`config.mk`:
```
export PLATFORM = sky130hd
export DESIGN_NAME = axi_lite_regfile_responder
export DESIGN_NICKNAME = d
export VERILOG_FILES = /design/src/rtl/axi_lite_regfile_pkg.sv /design/src/rtl/axi_lite_regfile_bank.sv /design/src/rtl/axi_lite_regfile_responder.sv
export SDC_FILE = /design/constraint.sdc
export NUM_CORES = 1
export LEC_CHECK = 0
export CAP_MARGIN = 0
export CORE_ASPECT_RATIO = 0.6
export CORE_MARGIN = 4
export CORE_UTILIZATION = 47
export DETAILED_ROUTE_END_ITERATION = 10
export GPL_TIMING_DRIVEN = 0
export PLACE_DENSITY = 0.76
export SYNTH_ARGS = -nofsm -noshare
export SYNTH_HDL_FRONTEND = slang
export SYNTH_HIERARCHICAL = 1
export SYNTH_SLANG_ARGS = --single-unit
```
`constraint.sdc`:
```
create_clock -name clk_i -period 17.1 [get_ports clk_i]
set_input_delay 4.275 -clock clk_i [delete_from_list [all_inputs] [get_ports clk_i]]
set_output_delay 4.275 -clock clk_i [all_outputs]
set_load 0.005 [all_outputs]
```
`src/rtl/axi_lite_regfile_pkg.sv`:
```
// Shared types for the AXI4-Lite register-file responder: FSM states, response codes
// and the default AXI4-Lite request/response structs (32-bit address and data).
package axi_lite_regfile_pkg;

    localparam logic [1:0] RESP_OKAY   = 2'b00;
    localparam logic [1:0] RESP_SLVERR = 2'b10;

    typedef enum logic [1:0] {
        W_IDLE    = 2'd0,
        W_HAVE_AW = 2'd1,
        W_HAVE_W  = 2'd2,
        W_RESP    = 2'd3
    } wr_state_e;

    typedef enum logic [1:0] {
        R_IDLE = 2'd0,
        R_PIPE = 2'd1,
        R_RESP = 2'd2
    } rd_state_e;

    typedef struct packed {
        logic [31:0] addr;
        logic [2:0]  prot;
    } regfile_ax_t;

    typedef struct packed {
        logic [31:0] data;
        logic [3:0]  strb;
    } regfile_w_t;

    typedef struct packed {
        logic [1:0] resp;
    } regfile_b_t;

    typedef struct packed {
        logic [31:0] data;
        logic [1:0]  resp;
    } regfile_r_t;

    typedef struct packed {
        regfile_ax_t aw;
        logic        aw_valid;
        regfile_w_t  w;
        logic        w_valid;
        logic        b_ready;
        regfile_ax_t ar;
        logic        ar_valid;
        logic        r_ready;
    } regfile_req_t;

    typedef struct packed {
        logic       aw_ready;
        logic       w_ready;
        regfile_b_t b;
        logic       b_valid;
        logic       ar_ready;
        regfile_r_t r;
        logic       r_valid;
    } regfile_res_t;

endpackage

```
`src/rtl/axi_lite_regfile_bank.sv`:
```
// Register storage for the AXI4-Lite responder: byte-strobed write port, combinational
// read mux, and out-of-range / read-only decode flags.
module axi_lite_regfile_bank #(
    parameter int unsigned                   DataWidth    = 32,
    parameter int unsigned                   NumRegs      = 8,
    parameter int unsigned                   IdxWidth     = 30,
    parameter logic [NumRegs-1:0]            ReadOnlyMask = '0,
    parameter logic [NumRegs*DataWidth-1:0]  ResetValue   = '0
) (
    input  logic                           clk_i,
    input  logic                           rst_i,
    input  logic                           wr_en_i,
    input  logic [IdxWidth-1:0]            wr_idx_i,
    input  logic [DataWidth-1:0]           wr_data_i,
    input  logic [DataWidth/8-1:0]         wr_strb_i,
    output logic                           wr_err_o,
    input  logic [IdxWidth-1:0]            rd_idx_i,
    output logic [DataWidth-1:0]           rd_data_o,
    output logic                           rd_err_o,
    output logic [NumRegs*DataWidth-1:0]   reg_q_o
);

    localparam int unsigned StrbWidth = DataWidth / 8;
    localparam int unsigned SelWidth  = (NumRegs > 1) ? $clog2(NumRegs) : 1;
    localparam int unsigned SelRange  = 2 ** SelWidth;
    localparam logic [IdxWidth:0]   NumRegsL  = (IdxWidth+1)'(NumRegs);
    // Mask padded to a power of two so out-of-range selects never index past its end.
    localparam logic [SelRange-1:0] RoMaskPad = SelRange'(ReadOnlyMask);

    logic [DataWidth-1:0] regs_q [NumRegs];
    logic [DataWidth-1:0] regs_d [NumRegs];
    logic [SelWidth-1:0]  wr_sel;
    logic [SelWidth-1:0]  rd_sel;
    logic                 wr_oor;

    assign wr_sel   = wr_idx_i[SelWidth-1:0];
    assign rd_sel   = rd_idx_i[SelWidth-1:0];
    assign wr_oor   = {1'b0, wr_idx_i} >= NumRegsL;
    assign wr_err_o = wr_oor || RoMaskPad[wr_sel];
    assign rd_err_o = {1'b0, rd_idx_i} >= NumRegsL;

    always_comb begin
        rd_data_o = '0;
        if (!rd_err_o) begin
            rd_data_o = regs_q[rd_sel];
        end
    end

    always_comb begin
        regs_d = regs_q;
        if (wr_en_i && !wr_err_o) begin
            for (int unsigned b = 0; b < StrbWidth; b++) begin
                if (wr_strb_i[b]) begin
                    regs_d[wr_sel][b*8 +: 8] = wr_data_i[b*8 +: 8];
                end
            end
        end
    end

    always_ff @(posedge clk_i or posedge rst_i) begin
        if (rst_i) begin
            for (int unsigned i = 0; i < NumRegs; i++) begin
                regs_q[i] <= ResetValue[i*DataWidth +: DataWidth];
            end
        end else begin
            regs_q <= regs_d;
        end
    end

    always_comb begin
        reg_q_o = '0;
        for (int unsigned i = 0; i < NumRegs; i++) begin
            reg_q_o[i*DataWidth +: DataWidth] = regs_q[i];
        end
    end

endmodule

```
`src/rtl/axi_lite_regfile_responder.sv`:
```
// AXI4-Lite responder terminating a master port on a bank of registers; one write and one
// read in flight concurrently. Define AXI_LITE_REGFILE_RDPIPE_EN for a two-cycle read path.
module axi_lite_regfile_responder
    import axi_lite_regfile_pkg::*;
#(
    parameter int unsigned                      AxiAddrWidth   = 32,
    parameter int unsigned                      AxiDataWidth   = 32,
    parameter int unsigned                      NumRegs        = 8,
    parameter logic [NumRegs-1:0]               ReadOnlyMask   = '0,
    parameter logic [NumRegs*AxiDataWidth-1:0]  ResetValue     = '0,
    parameter type                              axi_lite_req_t = axi_lite_regfile_pkg::regfile_req_t,
    parameter type                              axi_lite_res_t = axi_lite_regfile_pkg::regfile_res_t
) (
    input  logic                              clk_i,
    input  logic                              rst_i,
    input  axi_lite_req_t                     slv_req_i,
    output axi_lite_res_t                     slv_res_o,
    output logic [NumRegs*AxiDataWidth-1:0]   reg_q_o
);

    localparam int unsigned StrbWidth = AxiDataWidth / 8;
    localparam int unsigned OffWidth  = $clog2(StrbWidth);
    localparam int unsigned IdxWidth  = AxiAddrWidth - OffWidth;

    wr_state_e                wr_state_q, wr_state_d;
    rd_state_e                rd_state_q, rd_state_d;
    logic [IdxWidth-1:0]      aw_idx_q, aw_idx_d;
    logic [IdxWidth-1:0]      ar_idx_q, ar_idx_d;
    logic [AxiDataWidth-1:0]  w_data_q, w_data_d;
    logic [StrbWidth-1:0]     w_strb_q, w_strb_d;
    logic [1:0]               b_resp_q, b_resp_d;
    logic [AxiDataWidth-1:0]  r_data_q, r_data_d;
    logic [1:0]               r_resp_q, r_resp_d;

    logic                     aw_ready, w_ready, ar_ready;
    logic                     aw_hs, w_hs, ar_hs;
    logic                     wr_commit, wr_err, rd_err;
    logic [IdxWidth-1:0]      wr_idx, rd_idx;
    logic [AxiDataWidth-1:0]  wr_data, rd_data;
    logic [StrbWidth-1:0]     wr_strb;
    logic                     unused_bits;

    assign aw_ready = !rst_i && (wr_state_q == W_IDLE || wr_state_q == W_HAVE_W);
    assign w_ready  = !rst_i && (wr_state_q == W_IDLE || wr_state_q == W_HAVE_AW);
    assign ar_ready = !rst_i && (rd_state_q == R_IDLE);
    assign aw_hs    = slv_req_i.aw_valid && aw_ready;
    assign w_hs     = slv_req_i.w_valid && w_ready;
    assign ar_hs    = slv_req_i.ar_valid && ar_ready;

    // Whichever half arrives on the committing edge comes straight from the bus.
    assign wr_idx  = aw_hs ? slv_req_i.aw.addr[AxiAddrWidth-1:OffWidth] : aw_idx_q;
    assign wr_data = w_hs ? slv_req_i.w.data : w_data_q;
    assign wr_strb = w_hs ? slv_req_i.w.strb : w_strb_q;
    assign rd_idx  = (rd_state_q == R_IDLE) ? slv_req_i.ar.addr[AxiAddrWidth-1:OffWidth]
                                            : ar_idx_q;

    assign unused_bits = ^{slv_req_i.aw.prot, slv_req_i.ar.prot,
                           slv_req_i.aw.addr[OffWidth-1:0], slv_req_i.ar.addr[OffWidth-1:0]};

    always_comb begin
        wr_state_d = wr_state_q;
        aw_idx_d   = aw_idx_q;
        w_data_d   = w_data_q;
        w_strb_d   = w_strb_q;
        b_resp_d   = b_resp_q;
        wr_commit  = 1'b0;
        unique case (wr_state_q)
            W_IDLE: begin
                if (aw_hs && w_hs) begin
                    wr_commit = 1'b1;
                end else if (aw_hs) begin
                    aw_idx_d   = wr_idx;
                    wr_state_d = W_HAVE_AW;
                end else if (w_hs) begin
                    w_data_d   = wr_data;
                    w_strb_d   = wr_strb;
                    wr_state_d = W_HAVE_W;
                end
            end
            W_HAVE_AW: wr_commit = w_hs;
            W_HAVE_W:  wr_commit = aw_hs;
            W_RESP: begin
                if (slv_req_i.b_ready) begin
                    wr_state_d = W_IDLE;
                end
            end
            default: wr_state_d = W_IDLE;
        endcase
        if (wr_commit) begin
            wr_state_d = W_RESP;
            b_resp_d   = wr_err ? RESP_SLVERR : RESP_OKAY;
        end
    end

    always_comb begin
        rd_state_d = rd_state_q;
        ar_idx_d   = ar_idx_q;
        r_data_d   = r_data_q;
        r_resp_d   = r_resp_q;
        unique case (rd_state_q)
            R_IDLE: begin
                if (ar_hs) begin
`ifdef AXI_LITE_REGFILE_RDPIPE_EN
                    ar_idx_d   = rd_idx;
                    rd_state_d = R_PIPE;
`else
                    r_data_d   = rd_data;
                    r_resp_d   = rd_err ? RESP_SLVERR : RESP_OKAY;
                    rd_state_d = R_RESP;
`endif
                end
            end
            R_PIPE: begin
                r_data_d   = rd_data;
                r_resp_d   = rd_err ? RESP_SLVERR : RESP_OKAY;
                rd_state_d = R_RESP;
            end
            R_RESP: begin
                if (slv_req_i.r_ready) begin
                    rd_state_d = R_IDLE;
                end
            end
            default: rd_state_d = R_IDLE;
        endcase
    end

    always_ff @(posedge clk_i or posedge rst_i) begin
        if (rst_i) begin
            wr_state_q <= W_IDLE;
            rd_state_q <= R_IDLE;
            aw_idx_q   <= '0;
            ar_idx_q   <= '0;
            w_data_q   <= '0;
            w_strb_q   <= '0;
            b_resp_q   <= RESP_OKAY;
            r_data_q   <= '0;
            r_resp_q   <= RESP_OKAY;
        end else begin
            wr_state_q <= wr_state_d;
            rd_state_q <= rd_state_d;
            aw_idx_q   <= aw_idx_d;
            ar_idx_q   <= ar_idx_d;
            w_data_q   <= w_data_d;
            w_strb_q   <= w_strb_d;
            b_resp_q   <= b_resp_d;
            r_data_q   <= r_data_d;
            r_resp_q   <= r_resp_d;
        end
    end

    always_comb begin
        slv_res_o          = '0;
        slv_res_o.aw_ready = aw_ready;
        slv_res_o.w_ready  = w_ready;
        slv_res_o.b.resp   = b_resp_q;
        slv_res_o.b_valid  = (wr_state_q == W_RESP);
        slv_res_o.ar_ready = ar_ready;
        slv_res_o.r.data   = r_data_q;
        slv_res_o.r.resp   = r_resp_q;
        slv_res_o.r_valid  = (rd_state_q == R_RESP);
    end

    axi_lite_regfile_bank #(
        .DataWidth    (AxiDataWidth),
        .NumRegs      (NumRegs),
        .IdxWidth     (IdxWidth),
        .ReadOnlyMask (ReadOnlyMask),
        .ResetValue   (ResetValue)
    ) u_bank (
        .clk_i     (clk_i),
        .rst_i     (rst_i),
        .wr_en_i   (wr_commit),
        .wr_idx_i  (wr_idx),
        .wr_data_i (wr_data),
        .wr_strb_i (wr_strb),
        .wr_err_o  (wr_err),
        .rd_idx_i  (rd_idx),
        .rd_data_o (rd_data),
        .rd_err_o  (rd_err),
        .reg_q_o   (reg_q_o)
    );

endmodule

```
**Yosys cells after proc, flatten, opt, wreduce, memory -nomap -nowiden**

Memories as Yosys holds them, arrays and structs flattened.
Cells that the tools add are included.

- Memories: 1
- Bits of input ports: 113
- Logic and storage cells: 105
- Output and inout port bits: 297
- Flip-flop bits (word level): 362
- ROM bits: 8

Memory list:

| name | words | width | rd ports | clocked after Yosys merged registers in | write ports | line | text |
|---|---|---|---|---|---|---|---|
| (name not given) | 8 | 1 | 1 | 0 | 0 | axi_lite_regfile_bank.sv:39 | `assign wr_err_o = wr_oor \|\| RoMaskPad[wr_sel];` |

- Reductions and logical operators: 23
- Magnitude comparators: 6
- Equal/unequal tests: 10
- Bitwise gates (word level): 4
- Mux-type cells: 45

Operators by type and width:

| cell | count |
|---|---|
| 256-bit 2-to-1 mux | 7 |
| 256-bit bitwise mux | 4 |
| 32-bit demux with 3-bit select | 4 |
| 32-bit 2-to-1 mux | 6 |
| 32-bit binary-select mux with 3-bit select | 1 |
| 32-bit one-hot mux with 2 select lines | 1 |
| 30-bit by 4-bit greater-or-equal comparator with 1-bit output (second input constant) | 2 |
| 30-bit 2-to-1 mux | 2 |
| 24-bit 2-to-1 mux | 1 |
| 2-bit 2-to-1 mux | 10 |
| 16-bit 2-to-1 mux | 1 |
| 1-bit logical AND | 9 |
| 4-bit greater-or-equal comparator (second input constant) | 2 |
| 8-bit 2-to-1 mux | 1 |
| 3-bit inverter with 4-bit output | 2 |
| 2-bit one-hot mux with 2 select lines | 2 |
| 4-bit AND reduction | 2 |
| 2-bit == test (second input constant) | 3 |
| 3-bit by 2-bit != test with 1-bit output (second input constant) | 2 |
| 2-bit one-hot mux with 3 select lines | 1 |
| 2-bit by 1-bit == test with 1-bit output (second input constant) | 2 |
| 2-bit logical NOT | 2 |
| 3-bit by 4-bit less-than comparator with 1-bit output (second input constant) | 1 |
| 4-bit by 1-bit less-than comparator with 1-bit output (second input constant) | 1 |
| other kinds (12) | 19 |

**Depth between registers and ports, before layout**

- Depth after elaboration: 21
- Depth in mapped cells: 9
- Mapped depth without buffers: 6

**By module**

Netlist, hierarchy kept.

Modules (own cells, without submodules):

| module | sequential area each (um^2) | cells each | times used | area an instance (um^2) |
|---|---|---|---|---|
| axi_lite_regfile_bank | 6,406.1 | 739 | 1 | 12,192.9 |
| axi_lite_regfile_responder | 2,577.5 | 345 | 1 | 5,052.3 |

**Worst setup path after synthesis**

No wires, ideal clock.

- Kind: input to output
- Start: input port rst_i
- End: output port slv_res_o[35] (netlist name)
- Slack: 8.348 ns
- Buffers on the path: 1
- Stages: 2
- Arrival time: 4.477 ns
- Data required time: 12.825 ns
- Path through: nor2_1 buf_4

RTL lines:

| element | line | text |
|---|---|---|
| from (decl) | axi_lite_regfile_responder.sv:15 | `input logic rst_i,` |
| to (decl) | axi_lite_regfile_responder.sv:17 | `output axi_lite_res_t slv_res_o,` |

**Final worst setup path**

- Start: input port rst_i
- End: output port slv_res_o[40] (netlist name)

- Word-level cells in the longest chain between the ends: 2

Ends and longest elaborated chain:

| element | line | text |
|---|---|---|
| 1-bit logical NOT (no source line) | - |  |
| 1-bit logical AND | axi_lite_regfile_responder.sv:43 | `assign aw_ready = !rst_i && (wr_state_q == W_IDLE \|\| wr_state_q == W_HAVE_W);` |

No other way between the ends.

==> results.md <==
- Yosys warnings: 6
- HP Class: reg -> reg
- Vias in the first global route: 12180
- Mean Syn Cell Area: 15.91 um^2
- CP dominant cell by count: clkdlybuf4s50_1
- FP Rows: 54
- Worst setup SP type: input port
- Post-CTS setup buffers: 0
- Fmax: 98.46 MHz
- #FFs+latches synth: 359
- Period utilization: 59.40%
- VDD IR-drop max: between 0.05 and 0.06 mV
- Die X: approximately 260 um
- H-tree depth: 2
- Hold Buf Count CTS: 0
- CP Class: in -> out
- First-pass GRT wire length: 80.30 mm
- Area growth syn-to-layout: 34.18%
- Critical path's largest stage delay: 0.69 ns
- Post-DP HPWL: 38.68 mm
- CTS root buf: clkbuf_16
- Die H: 156.4 um
- Layout Skew: 0.01753 ns
- Outcome: completed
- GRT Residual Overflow: 0
- Total CTS buffers: 37
- Tot Pwr: between 0.002 and 0.0025 W
- Total Wirelength: ~54 mm
- Minimum clock period: 10.16 ns
- Clk_lat worst skew: 0.52 ns
- Crit-path leading delay family: buffers and inverters
- Fin area: 0.02314 mm^2
- Share of cells above drive strength 1: 40.09%
- CTS clk-pin slew, worst paths: approximately 0.060 ns
- CP bufs+invs: 3
- Post-cts gate resize count: 0
- Critical path cell sequence: clkdlybuf4s50_1 > nor2_1 > buf_4 > clkdlybuf4s50_1
- CP Data Required Time: 12.82 ns
- Post-synthesis sequential area ratio: 52.09%
- Cells after Synth: 1084
- Worst setup EP type: primary output
- ANT nets after route: 0
- Worst-margin pin slew: roughly 1.2 ns
- I/O Pins: 410
- # clock sinks: 359
- Crit path DAT: 5.88 ns
- Crit-path max FO: 8
- Max clock buf depth: 3
- Port Buffer Count: 397
- Routed vias: 11450
- Pwr dens: a little under 100 mW/mm^2
- Final nets: 1638
- Mapped Area: 0.01725 mm^2
- PnR worst setup slack: 6.943 ns
- Setup TNS Final: 0 ns
- Setup violators final: 0
- DRC viols: 0
- Area of the core: 0.03628 mm^2
- Final Hold Fails: 0
- Slew Limit Fails: 0
- Rel. slew slack: between 10% and 20%
- Vias/cell: 5.647
- Synth cell types: 36
- Total track usage: between 20% and 30%
- Slowest CP cell: clkdlybuf4s50_1
- Initial DRC Count: 698
- Dpl cell area: 0.02193 mm^2
- Initial antenna violation count: 4
- Die area: 0.03992 mm^2
- Pre-antenna DRT Iters: 7
- Pre-CTS setup slack: 6.925 ns
- Commonest non-fill, non-tap cell in the layout: clkdlybuf4s50_1
- Drt wl/cell: approximately 27 um
- Fin util: a little under two thirds
- CTS tree: yes
- Most frequent cells in the layout: 397 x clkdlybuf4s50_1, 391 x mux2_2, 359 x dfrtp_1
- Final GP Congestion: 0.8589
- Largest net degree at the start of global routing: approximately 120
- Starting Density: 47.53%
- RSZ-0062 raised after global routing: no
- Max Cap Violations: 0
- Pleak: 10.43 nW
## logic make-up (layout without fill, tap and decap cells)
logic type,after synthesis,after routing,share of synthesized area [%]
multiplexers,518,518,38.42
flip-flops,359,359,52.09
AND/OR/NAND/NOR,141,141,7.306
buffers and inverters,62,526,2.039
AO/OA/AOI/OAI,3,3,0.1160
other,1,4,0.02175
## synthesized netlist by cell type
| cell type | instances | share of area, % |
|---|---|---|
| mux2_2 | 391 | 26 |
| dfrtp_1 | 359 | 52 |
| mux4_2 | 64 | 8.4 |
| nor2_1 | 39 | 0.85 |
| mux2i_1 | 32 | 1.9 |
| mux2_4 | 30 | 2.6 |
| nor2b_1 | 30 | 1.1 |
| nor4_4 | 30 | 3.7 |
| buf_2 | 20 | 0.58 |
| clkbuf_1 | 20 | 0.44 |
| nor4_1 | 14 | 0.51 |
| buf_4 | 10 | 0.44 |
| nand2_1 | 7 | 0.15 |
| buf_1 | 3 | 0.065 |
| buf_6 | 3 | 0.20 |
| buf_8 | 3 | 0.26 |
| inv_1 | 3 | 0.065 |
| nand3b_1 | 3 | 0.13 |
| a21o_1 | 2 | 0.087 |
| and2_1 | 2 | 0.073 |
| nand3_1 | 2 | 0.058 |
| nor4_2 | 2 | 0.15 |
| or3b_2 | 2 | 0.10 |
| a21oi_1 | 1 | 0.029 |
| and4_1 | 1 | 0.051 |
| and4bb_1 | 1 | 0.073 |
| conb_1 | 1 | 0.022 |
| mux2_1 | 1 | 0.065 |
| nand4_1 | 1 | 0.036 |
| nand4_2 | 1 | 0.073 |
| nor3_1 | 1 | 0.029 |
| nor3b_1 | 1 | 0.044 |
| nor3b_2 | 1 | 0.073 |
| nor4b_1 | 1 | 0.051 |
| or2_2 | 1 | 0.036 |
| or3_1 | 1 | 0.036 |
## final cells by class
| class | instances | area (um^2) |
|---|---|---|
| diodes | 2 | 5.005 |
| plain buffers | 59 | 340.3 |
| clock buffers | 51 | 1059 |
| clock inverters | 12 | 140.1 |
| fillers | 2656 | 13140 |
| inverters | 3 | 23.77 |
| multi-input cells | 664 | 7931 |
| flip-flops and latches | 359 | 8984 |
| well taps | 476 | 595.6 |
| repair buffers | 401 | 4061 |
## layer usage
metal	global-route usage, %	up-vias	part of all wire (%)
met5	0	-	0.039
met4	6.281	4	2.4
met3	6.611	74	7.0
met2	42.65	357	46
met1	38.59	6056	44
li1	-	4955	-
## flip-flops by register name, indices dropped and copies added, names as in the netlist
register,cells
u_bank/reg_q_o,256
r_data_q,32
w_data_q,32
aw_idx_q,30
w_strb_q,4
wr_state_q,2
b_resp_q,1
r_resp_q,1
rd_state_q,1
## per-stage QoR
stage | hold WS (ns) | std cells
floorplan | 0.4754 | 1085
CTS | 0.4971 | 2025
global route | 0.5145 | 2027
detailed placement | 0.4835 | 1962
global placement | 0.4671 | 1958
finish | 0.5001 | 2027
## worst paths after layout
path / start / end / slack (ns) / depth (start not counted)
worst max register to register: wr_state_q[0] / u_bank/reg_q_o[102] / 12.63 / 8
worst max-delay path: rst_i / slv_res_o[40] / 6.94 / 4
worst min register to register: r_data_q[8] / r_data_q[8] / 0.50 / 1
max in group asynchronous: rst_i / u_bank/reg_q_o[19] / 11.76 / 3
worst min-delay path: r_data_q[8] / r_data_q[8] / 0.50 / 1
min in group asynchronous: rst_i / u_bank/reg_q_o[101] / 4.41 / 2
## power breakdown
part           leakage [nW]  internal [W]  switching (W)
registers              4.88      0.000929      0.0000428
logic                  4.95      0.000222       0.000259
clock network         0.591      0.000477       0.000334
(Power assumes the default switching activity.)
==> RTL change (same settings) <==
The option `AXI_LITE_REGFILE_RDPIPE_EN` is turned on by a define.
--- a/src/rtl/axi_lite_regfile_responder.sv
+++ b/src/rtl/axi_lite_regfile_responder.sv
@@ -1,5 +1,7 @@
 // AXI4-Lite responder terminating a master port on a bank of registers; one write and one
 // read in flight concurrently. Define AXI_LITE_REGFILE_RDPIPE_EN for a two-cycle read path.
+`define AXI_LITE_REGFILE_RDPIPE_EN
+
 module axi_lite_regfile_responder
     import axi_lite_regfile_pkg::*;
 #(
Behaviour: not the same (Yosys sat finds a counterexample within 4 cycles, from zero or initial values and one cycle with rst_i high).
==> RTL change against the original RTL <==
- final area is 6.3% higher
- clock power is 14% higher
- power is 13% higher
- combinational power is 17% higher
- sequential power is 10% higher
- sequential cell count is 31 higher
- wire length is 6.3% higher
- largest cell class unchanged
- area after synthesis is 7.0% higher
- setup slack better by 0.019 ns
- sequential share of layout area is 0.87 points higher
- critical path depth is 1 higher
- fmax is 0.18% higher
==> RTL change: results (changes against the original RTL) <==
slew_headroom_pct: 28.2  # +10 points
first_global_vias: 13224  # +8.6%
post_drt_via_cell_ratio: 5.70  # +0.86%
yosysSeqAreaShare_pct: 52.9  # +0.77 points
grt_pass1_wl_um: 86500  # +7.7%
status: "finished clean"
p_int_w: 0.00183  # +12%
pre_cts_slack_ns: 6.94  # +0.0162 ns
reg2reg_slack_ns: 12.75  # +0.12 ns
wl_um: 57700  # +6.3%
nets: 1709  # +4.3%
placedCellCount: 2068  # +5.4%
reg2regPathDepth: 9  # +1
holdWs_ns: 0.489  # -0.0115 ns
fill_cells: 2807  # +5.7%
seq_power_w: 0.00107  # +10%
slowest_delay_ns: 0.52  # -0.17 ns
dp.final_hpwl_um: 41300  # +6.8%
min_delay_worst_endpoint: "w_data_q[6]"
grt_max_degree: 117  # -3.3%
fin_ws_ns: 6.96  # +0.0187 ns
vias: 12182  # +6.4%
seq_power_share_pct: 41.9  # -1.0 points
grt_usage_pct: 26.8  # -0.32 points
antenna_found_initial: 1  # -3
postSynthAreaPerCell_sq_um: 16.0  # +0.64%
r2r_end: "u_bank/reg_q_o[213]"
power.leakage_nw: 11.1  # +6.1%
cp.arrival_ns: 5.86  # -0.02 ns
## RTL change: layout make-up
cell class / count / share of cell area [%]
multi-input cells: 698 / 33.9
clock inverters: 12 / 0.784
diodes: 1 / 0.0102
flip-flops and latches: 390 / 39.7
well taps: 513 / 2.61
inverters: 3 / 0.0967
plain buffers: 63 / 1.49
clock buffers: 58 / 4.88
repair buffers: 401 / 16.5
## RTL change: kinds of logic (layout without fill, tap and decap cells)
group                  Yosys count  after routing  share of synthesized area (%)
AO/OA/AOI/OAI                    3              3                         0.0949
buffers and inverters           66            537                           2.05
flip-flops                     390            390                           52.9
multiplexers                   578            578                           38.9
other                            1              3                         0.0203
AND/OR/NAND/NOR                115            115                           6.03
## RTL change: routing by layer
layer | wire, um | GRT usage, %
met4 | 1960 | 8.37
met1 | 25300 | 37.2
met5 | 0 | 0
met2 | 26800 | 42.1
met3 | 3630 | 6.53
